$ cat src/rtl/cache_req_arbiter_pkg.sv
// Shared constants and types for the cache request arbiter.
package cache_pkg;

    localparam logic [1:0] OP_READ  = 2'b01;
    localparam logic [1:0] OP_WRITE = 2'b10;

    localparam logic [1:0] ST_IDLE  = 2'd0;
    localparam logic [1:0] ST_ISSUE = 2'd1;
    localparam logic [1:0] ST_WAIT  = 2'd2;
    localparam logic [1:0] ST_RESP  = 2'd3;

    localparam logic STATUS_OK  = 1'b0;
    localparam logic STATUS_ERR = 1'b1;

    // Latched request payload presented to the cache.
    typedef struct packed {
        logic [31:0] addr;
        logic [1:0]  op;
        logic [31:0] wdata;
    } req_t;

    // Only plain reads and writes are forwarded to the cache.
    function automatic logic op_legal(input logic [1:0] op);
        return (op == OP_READ) || (op == OP_WRITE);
    endfunction

endpackage

$ cat src/rtl/cache_req_arbiter_if.sv
// Requester-side and cache-side bus of the arbiter.
// master = arbiter view, slave = environment (requesters + cache) view.
interface cache_req_arbiter_if;

    // requester side
    logic [1:0]  rq_valid;
    logic [31:0] rq0_address;
    logic [31:0] rq1_address;
    logic [1:0]  rq0_op;
    logic [1:0]  rq1_op;
    logic [31:0] rq0_wdata;
    logic [31:0] rq1_wdata;
    logic [1:0]  rq_ready;
    logic [1:0]  rs_valid;
    logic [31:0] rs_rdata;
    logic        rs_status;

    // cache side
    logic        req_valid;
    logic [31:0] req_address;
    logic [1:0]  req_op;
    logic [31:0] req_wdata;
    logic [31:0] resp_rdata;
    logic        resp_valid;
    logic        resp_status;

    modport master (
        input  rq_valid, rq0_address, rq1_address, rq0_op, rq1_op,
               rq0_wdata, rq1_wdata, resp_rdata, resp_valid, resp_status,
        output rq_ready, rs_valid, rs_rdata, rs_status,
               req_valid, req_address, req_op, req_wdata
    );

    modport slave (
        output rq_valid, rq0_address, rq1_address, rq0_op, rq1_op,
               rq0_wdata, rq1_wdata, resp_rdata, resp_valid, resp_status,
        input  rq_ready, rs_valid, rs_rdata, rs_status,
               req_valid, req_address, req_op, req_wdata
    );

endinterface

$ cat src/rtl/cache_req_arbiter.sv
// Two-requester round-robin arbiter in front of the single cache port.
// One transaction in flight; illegal opcodes are answered locally and
// every cache access is bounded by a timeout. All outputs are registered:
// next-state output values are computed alongside the state transition.
module cache_req_arbiter
    import cache_pkg::*;
#(
    parameter int TIMEOUT_CYCLES = 256,
    parameter int CNT_W          = 16
) (
    input  logic                cclk,
    input  logic                cresetn,
    cache_req_arbiter_if.master bus,
    output logic                busy,
    output logic                stray_resp
);

    localparam logic [CNT_W-1:0] CNT_LAST = CNT_W'(TIMEOUT_CYCLES - 1);

    logic [1:0]       state_q, state_d;
    logic             gnt_q, gnt_d;
    logic             last_q, last_d;
    logic [CNT_W-1:0] cnt_q, cnt_d;
    req_t             req_q, req_d;
    logic             req_valid_q, req_valid_d;
    logic [1:0]       rq_ready_q, rq_ready_d;
    logic [1:0]       rs_valid_q, rs_valid_d;
    logic [31:0]      rs_rdata_q, rs_rdata_d;
    logic             rs_status_q, rs_status_d;
    logic             busy_q, busy_d;
    logic             stray_q, stray_d;

    logic             sel;
    req_t             cand;

    // Round-robin pick: lone requester wins, a tie goes to the one not served last.
    always_comb begin
        sel  = (bus.rq_valid == 2'b11) ? ~last_q : bus.rq_valid[1];
        cand = sel ? '{addr: bus.rq1_address, op: bus.rq1_op, wdata: bus.rq1_wdata}
                   : '{addr: bus.rq0_address, op: bus.rq0_op, wdata: bus.rq0_wdata};
    end

    // Transition logic plus next values of every registered output.
    always_comb begin
        state_d     = state_q;
        gnt_d       = gnt_q;
        last_d      = last_q;
        cnt_d       = cnt_q;
        req_d       = req_q;
        req_valid_d = 1'b0;
        rq_ready_d  = 2'b00;
        rs_valid_d  = 2'b00;
        rs_rdata_d  = rs_rdata_q;
        rs_status_d = rs_status_q;

        case (state_q)
            ST_IDLE: begin
                if (|bus.rq_valid) begin
                    gnt_d      = sel;
                    last_d     = sel;
                    rq_ready_d = sel ? 2'b10 : 2'b01;
                    if (op_legal(cand.op)) begin
                        state_d     = ST_ISSUE;
                        req_d       = cand;
                        req_valid_d = 1'b1;
                    end else begin
                        // answered locally, the cache never sees it
                        state_d     = ST_RESP;
                        rs_valid_d  = sel ? 2'b10 : 2'b01;
                        rs_rdata_d  = 32'h0;
                        rs_status_d = STATUS_ERR;
                    end
                end
            end
            ST_ISSUE: begin
                state_d = ST_WAIT;
                cnt_d   = '0;
            end
            ST_WAIT: begin
                cnt_d = cnt_q + 1'b1;
                // a response on the timeout cycle still wins
                if (bus.resp_valid) begin
                    state_d     = ST_RESP;
                    rs_valid_d  = gnt_q ? 2'b10 : 2'b01;
                    rs_rdata_d  = bus.resp_rdata;
                    rs_status_d = bus.resp_status;
                end else if (cnt_q == CNT_LAST) begin
                    state_d     = ST_RESP;
                    rs_valid_d  = gnt_q ? 2'b10 : 2'b01;
                    rs_rdata_d  = 32'h0;
                    rs_status_d = STATUS_ERR;
                end
            end
            default: begin
                state_d = ST_IDLE;
            end
        endcase

        busy_d  = (state_d != ST_IDLE);
        stray_d = bus.resp_valid && (state_q != ST_WAIT);
    end

    // State and output registers; reset drops every pulse immediately.
    always_ff @(posedge cclk or negedge cresetn) begin
        if (!cresetn) begin
            state_q     <= ST_IDLE;
            gnt_q       <= 1'b0;
            last_q      <= 1'b1;
            cnt_q       <= '0;
            req_q       <= '0;
            req_valid_q <= 1'b0;
            rq_ready_q  <= 2'b00;
            rs_valid_q  <= 2'b00;
            rs_rdata_q  <= 32'h0;
            rs_status_q <= 1'b0;
            busy_q      <= 1'b0;
            stray_q     <= 1'b0;
        end else begin
            state_q     <= state_d;
            gnt_q       <= gnt_d;
            last_q      <= last_d;
            cnt_q       <= cnt_d;
            req_q       <= req_d;
            req_valid_q <= req_valid_d;
            rq_ready_q  <= rq_ready_d;
            rs_valid_q  <= rs_valid_d;
            rs_rdata_q  <= rs_rdata_d;
            rs_status_q <= rs_status_d;
            busy_q      <= busy_d;
            stray_q     <= stray_d;
        end
    end

    assign bus.req_valid   = req_valid_q;
    assign bus.req_address = req_q.addr;
    assign bus.req_op      = req_q.op;
    assign bus.req_wdata   = req_q.wdata;
    assign bus.rq_ready    = rq_ready_q;
    assign bus.rs_valid    = rs_valid_q;
    assign bus.rs_rdata    = rs_rdata_q;
    assign bus.rs_status   = rs_status_q;
    assign busy            = busy_q;
    assign stray_resp      = stray_q;

endmodule

$ cat src/flat_wrapper.sv
// flat-port wrapper written by rule: the top's interface ports become plain ports
module cache_req_arbiter_flat import cache_pkg::*;
#(
    parameter int TIMEOUT_CYCLES = 256,
    parameter int CNT_W          = 16
)
  (cclk, cresetn, busy, stray_resp, bus_rq_valid, bus_rq0_address, bus_rq1_address, bus_rq0_op, bus_rq1_op, bus_rq0_wdata, bus_rq1_wdata, bus_resp_rdata, bus_resp_valid, bus_resp_status, bus_rq_ready, bus_rs_valid, bus_rs_rdata, bus_rs_status, bus_req_valid, bus_req_address, bus_req_op, bus_req_wdata);
  cache_req_arbiter_if bus_i ();
  input  logic cclk;
  input  logic cresetn;
  output logic busy;
  output logic stray_resp;
  input wire logic [$bits(bus_i.rq_valid)-1:0] bus_rq_valid;
  input wire logic [$bits(bus_i.rq0_address)-1:0] bus_rq0_address;
  input wire logic [$bits(bus_i.rq1_address)-1:0] bus_rq1_address;
  input wire logic [$bits(bus_i.rq0_op)-1:0] bus_rq0_op;
  input wire logic [$bits(bus_i.rq1_op)-1:0] bus_rq1_op;
  input wire logic [$bits(bus_i.rq0_wdata)-1:0] bus_rq0_wdata;
  input wire logic [$bits(bus_i.rq1_wdata)-1:0] bus_rq1_wdata;
  input wire logic [$bits(bus_i.resp_rdata)-1:0] bus_resp_rdata;
  input wire logic [$bits(bus_i.resp_valid)-1:0] bus_resp_valid;
  input wire logic [$bits(bus_i.resp_status)-1:0] bus_resp_status;
  output wire logic [$bits(bus_i.rq_ready)-1:0] bus_rq_ready;
  output wire logic [$bits(bus_i.rs_valid)-1:0] bus_rs_valid;
  output wire logic [$bits(bus_i.rs_rdata)-1:0] bus_rs_rdata;
  output wire logic [$bits(bus_i.rs_status)-1:0] bus_rs_status;
  output wire logic [$bits(bus_i.req_valid)-1:0] bus_req_valid;
  output wire logic [$bits(bus_i.req_address)-1:0] bus_req_address;
  output wire logic [$bits(bus_i.req_op)-1:0] bus_req_op;
  output wire logic [$bits(bus_i.req_wdata)-1:0] bus_req_wdata;
  assign bus_i.rq_valid = bus_rq_valid;
  assign bus_i.rq0_address = bus_rq0_address;
  assign bus_i.rq1_address = bus_rq1_address;
  assign bus_i.rq0_op = bus_rq0_op;
  assign bus_i.rq1_op = bus_rq1_op;
  assign bus_i.rq0_wdata = bus_rq0_wdata;
  assign bus_i.rq1_wdata = bus_rq1_wdata;
  assign bus_i.resp_rdata = bus_resp_rdata;
  assign bus_i.resp_valid = bus_resp_valid;
  assign bus_i.resp_status = bus_resp_status;
  assign bus_rq_ready = bus_i.rq_ready;
  assign bus_rs_valid = bus_i.rs_valid;
  assign bus_rs_rdata = bus_i.rs_rdata;
  assign bus_rs_status = bus_i.rs_status;
  assign bus_req_valid = bus_i.req_valid;
  assign bus_req_address = bus_i.req_address;
  assign bus_req_op = bus_i.req_op;
  assign bus_req_wdata = bus_i.req_wdata;
  cache_req_arbiter #(.TIMEOUT_CYCLES(TIMEOUT_CYCLES), .CNT_W(CNT_W)) u_core (.cclk(cclk), .cresetn(cresetn), .bus(bus_i), .busy(busy), .stray_resp(stray_resp));
endmodule
$ cat config.mk
export PLATFORM = sky130hd
export DESIGN_NAME = cache_req_arbiter_flat
export DESIGN_NICKNAME = d
export VERILOG_FILES = /design/src/rtl/cache_req_arbiter_pkg.sv /design/src/rtl/cache_req_arbiter_if.sv /design/src/rtl/cache_req_arbiter.sv /design/src/flat_wrapper.sv
export SDC_FILE = /design/constraint.sdc
export NUM_CORES = 1
export LEC_CHECK = 0
export ABC_CLOCK_PERIOD_IN_PS = 2380
export CAP_MARGIN = 30
export CORE_MARGIN = 10
export CORE_UTILIZATION = 42
export CTS_CLUSTER_SIZE = 8
export DETAILED_ROUTE_END_ITERATION = 8
export PLACE_DENSITY = 0.81
export SLEW_MARGIN = 20
export SYNTH_ARGS = -nofsm -noshare
export SYNTH_HDL_FRONTEND = slang
export SYNTH_SLANG_ARGS = --single-unit
export TNS_END_PERCENT = 100
$ cat constraint.sdc
create_clock -name cclk -period 2.38 [get_ports cclk]
set_input_delay 0.357 -clock cclk [delete_from_list [all_inputs] [get_ports cclk]]
set_output_delay 0.357 -clock cclk [all_outputs]
set_load 0.01 [all_outputs]
==> results of run 1 <==
[through the flow]
stage               hold slack [ns]  worst slack [ns]  total power [mW]
floorplan                    0.0614             0.538              6.16
global placement              0.399             0.101              9.05
detailed placement            0.394            0.0455              9.18
CTS                           0.469             0.343              11.9
global route                  0.503             0.228              12.5
finish                        0.472             0.329              11.8
[cell type report]
class                   instances  area, um^2
clock buffers                  25         505
clock inverters                 6         105
fillers                      1113        4620
inverters                      41         154
multi-input cells             404        2610
flip-flops and latches        126        3150
well taps                     184         230
repair buffers                297        3040
[worst reg2reg max path: cells and delay by family, from the launching register on]
kind / cells / cell delay, ns
AND/OR/NAND/NOR: 3 / 0.98
AO/OA/AOI/OAI: 1 / 0.16
buffers and inverters: 1 / 0.09
flip-flops: 1 / 0.38
adder cells (fa/ha/maj): 1 / 0.37
[Yosys cell counts, drive strengths merged, types with 4 or more instances]
| cell | number | share of area [%] |
|---|---|---|
| xnor2 | 5 | 0.72 |
| o221ai | 32 | 4.6 |
| clkbuf | 17 | 1.0 |
| or3 | 4 | 0.51 |
| a21oi | 139 | 11 |
| nand2b | 4 | 0.41 |
| mux2i | 68 | 11 |
| nor2 | 14 | 0.90 |
| ha | 4 | 0.82 |
| nor4 | 5 | 0.51 |
| nand2 | 47 | 2.9 |
| o21ai | 9 | 0.74 |
| buf | 33 | 2.7 |
| nand3 | 38 | 3.2 |
| inv | 41 | 2.5 |
| dfrtp | 125 | 51 |
[sequential cells by signal, indices dropped and copies added, names as in the netlist]
signal / flops
u_core.bus.rs_status: 1
u_core.bus.req_address: 32
u_core.bus.rs_rdata: 32
u_core.state_q: 2
u_core.bus.req_op: 2
u_core.cnt_q: 16
u_core.bus.rq_ready: 2
u_core.last_q: 1
u_core.bus.req_wdata: 32
u_core.busy: 1
u_core.bus.req_valid: 1
u_core.gnt_q: 1
u_core.stray_resp: 1
u_core.bus.rs_valid: 2
[power by group through the flow]
| stage | logic [mW] | registers [mW] | clock network, mW |
|---|---|---|---|
| after global placement | 5.44 | 3.61 | 0 |
| after global routing | 5.96 | 3.75 | 2.83 |
| final | 5.50 | 3.64 | 2.70 |
| after floorplan | 2.17 | 3.99 | 0 |
| after detailed placement | 5.54 | 3.64 | 0 |
| after CTS | 5.56 | 3.63 | 2.73 |
[worst max path at each step]
stage | end
after floorplan | u_core.cnt_q[15]$_DFFE_PN0P_
after global placement | u_core.bus.rs_status$_DFFE_PN0P_
after detailed placement | u_core.bus.rs_status$_DFFE_PN0P_
after CTS | u_core.cnt_q[15]$_DFFE_PN0P_
after global routing | u_core.bus.rs_rdata[4]$_DFFE_PN0P_
final | u_core.cnt_q[15]$_DFFE_PN0P_
[cells by family (layout without fill, tap and decap cells)]
logic type | count (synthesis) | after routing | share of synthesized area, %
flip-flops | 126 | 126 | 51.5
AO/OA/AOI/OAI | 197 | 197 | 19.0
AND/OR/NAND/NOR | 127 | 127 | 10.0
adder cells (fa/ha/maj) | 4 | 4 | 0.818
XOR/XNOR | 7 | 7 | 1.00
multiplexers | 69 | 69 | 11.3
buffers and inverters | 91 | 369 | 6.30
[routing by layer]
| layer | GRT usage (%) | wire (um) | vias to the layer above |
|---|---|---|---|
| met5 | 0 | 0 | - |
| met4 | 6.30 | 412 | 0 |
| met3 | 7.19 | 1700 | 27 |
| met2 | 34.4 | 10800 | 217 |
| met1 | 25.8 | 8700 | 2768 |
| li1 | - | - | 2758 |
==> out/qor.csv, run 1 <==
metric,value,unit
status,"complete, no violations",
critPathCaptureType,register,
synthCells,621,
wl_per_cell,20.0,um
reg2reg_depth,6,
crit_arrival,2.39,ns
grt_pass1_wl,33500,um
r2r_slack,0.33,ns
numCtsBuffers,17,
num_vias,5770,
ys_types,47,
antenna_left,0,
worstReg2RegEnd,u_core.cnt_q[15]$_DFFE_PN0P_,
cts_resized,0,
whs_path_depth,1,
final_area,0.00981,mm^2
cp_slowest_cell,or4_1,
antenna_found_initial,0,
p_int,7.63,mW
cts_tree,done,
dieWidth,141,um
critPathTopFamily,simple AND/OR/NAND/NOR gates,
finalCriticalPeriod,2.05,ns
hold_viol,0,
hpwl,15600,um
hold_buffers,1,
synth_edf_count,0,
ioPinCount,276,
hp-start,u_core.gnt_q$_DFFE_PN0P_,
cap_violations,0,
rsz0062_at_grt,false,
path_class,reg2reg,
p_switching,4.22,mW
worst_pin_slew,0.589,ns
core,0.0144,mm^2
required,2.72,ns
syn2layout_area_growth,60.2,%
powerDensity,1210,mW/mm^2
path_max_fanout,6,
report.final.slew_viol_count,0,
placed_cell_area,0.00919,mm^2
dr.pass1.iters,6,
drive_above_1_share,7.56,%
fin_nets,1061,
skew,0.00906,ns
fp-row-count,44,
worstPathCellList,"inv_1, ha_1, nand2_1, or3_4, or4_1, a21oi_1",
cp_num_buf_inv,1,
post-route-util,68.0,%
syn_area,0.00612,mm^2
regToRegStartpoint,u_core.state_q[0]$_DFF_PN0_,
clock-root-buffer,clkbuf_16,
initial_core_util,42.4,%
grt_pass1_vias,5811,
synth_seq_area_share,51.5,%
clock_path_buffers,2,
startpoint_type,register,
clock-sinks,126,
max_slew_margin,60.8,%
cts_setup_buffers,0,
final_cells,1083,
antenna_cells,0,
p_sw_share,35.6,%
ys_ff_latch,126,
dieHeight,141,um
synth_warnings,0,
crit_start,u_core.state_q[0]$_DFF_PN0_,
syn_avg_cell_area,9.85,um^2
path_depth,6,
cp_slowest_stage_delay,0.47,ns
drt_iter0_markers,471,
drc,0,
grtUsageTotal,21.1,%
pwr-share-clk,22.8,%
synthArstFlopShare,100,%
worstHoldPathType,reg2reg,
overflow,0,
clk_pin_slew,0.05,ns
gp_congestion,0.844,
port_buffers,275,
ys.flop_type,dfrtp_1,
ir_worst_vdd,688,uV
leakage,4.15,nW
die_area,0.0198,mm^2
fin_setup_tns,0,ns
post-route-period-util,86.2,%
dp_cells,1051,
sequentialPowerShare,30.7,%
most-common-layout-cells,"clkdlybuf4s50_1 (274), a21oi_1 (138), dfrtp_1 (125)",
max_freq,0.488,GHz
clock_latency,0.42,ns
share_comb_of_total_power,46.5,%
vias_per_cell,5.33,
htree_levels,4,
syn_nets,795,
setup_violations,0,
holdPathEnd,u_core.bus.rs_valid[0]$_DFF_PN0_,
grt_max_degree,67,
final_common_cell,clkdlybuf4s50_1,
drt-total-wl,21600,um
(Power assumes the default switching activity.)
==> run 2: changes to the inputs <==
Settings changed: SKIP_CTS_REPAIR_TIMING from default to 1, SLEW_MARGIN 20 to 5.
==> results of run 2 <==
Same layout as run 1: the final DEF is identical, and so are final timing and power.
Main changes from that run: via count of the first global-routing pass 5811 -> 5802
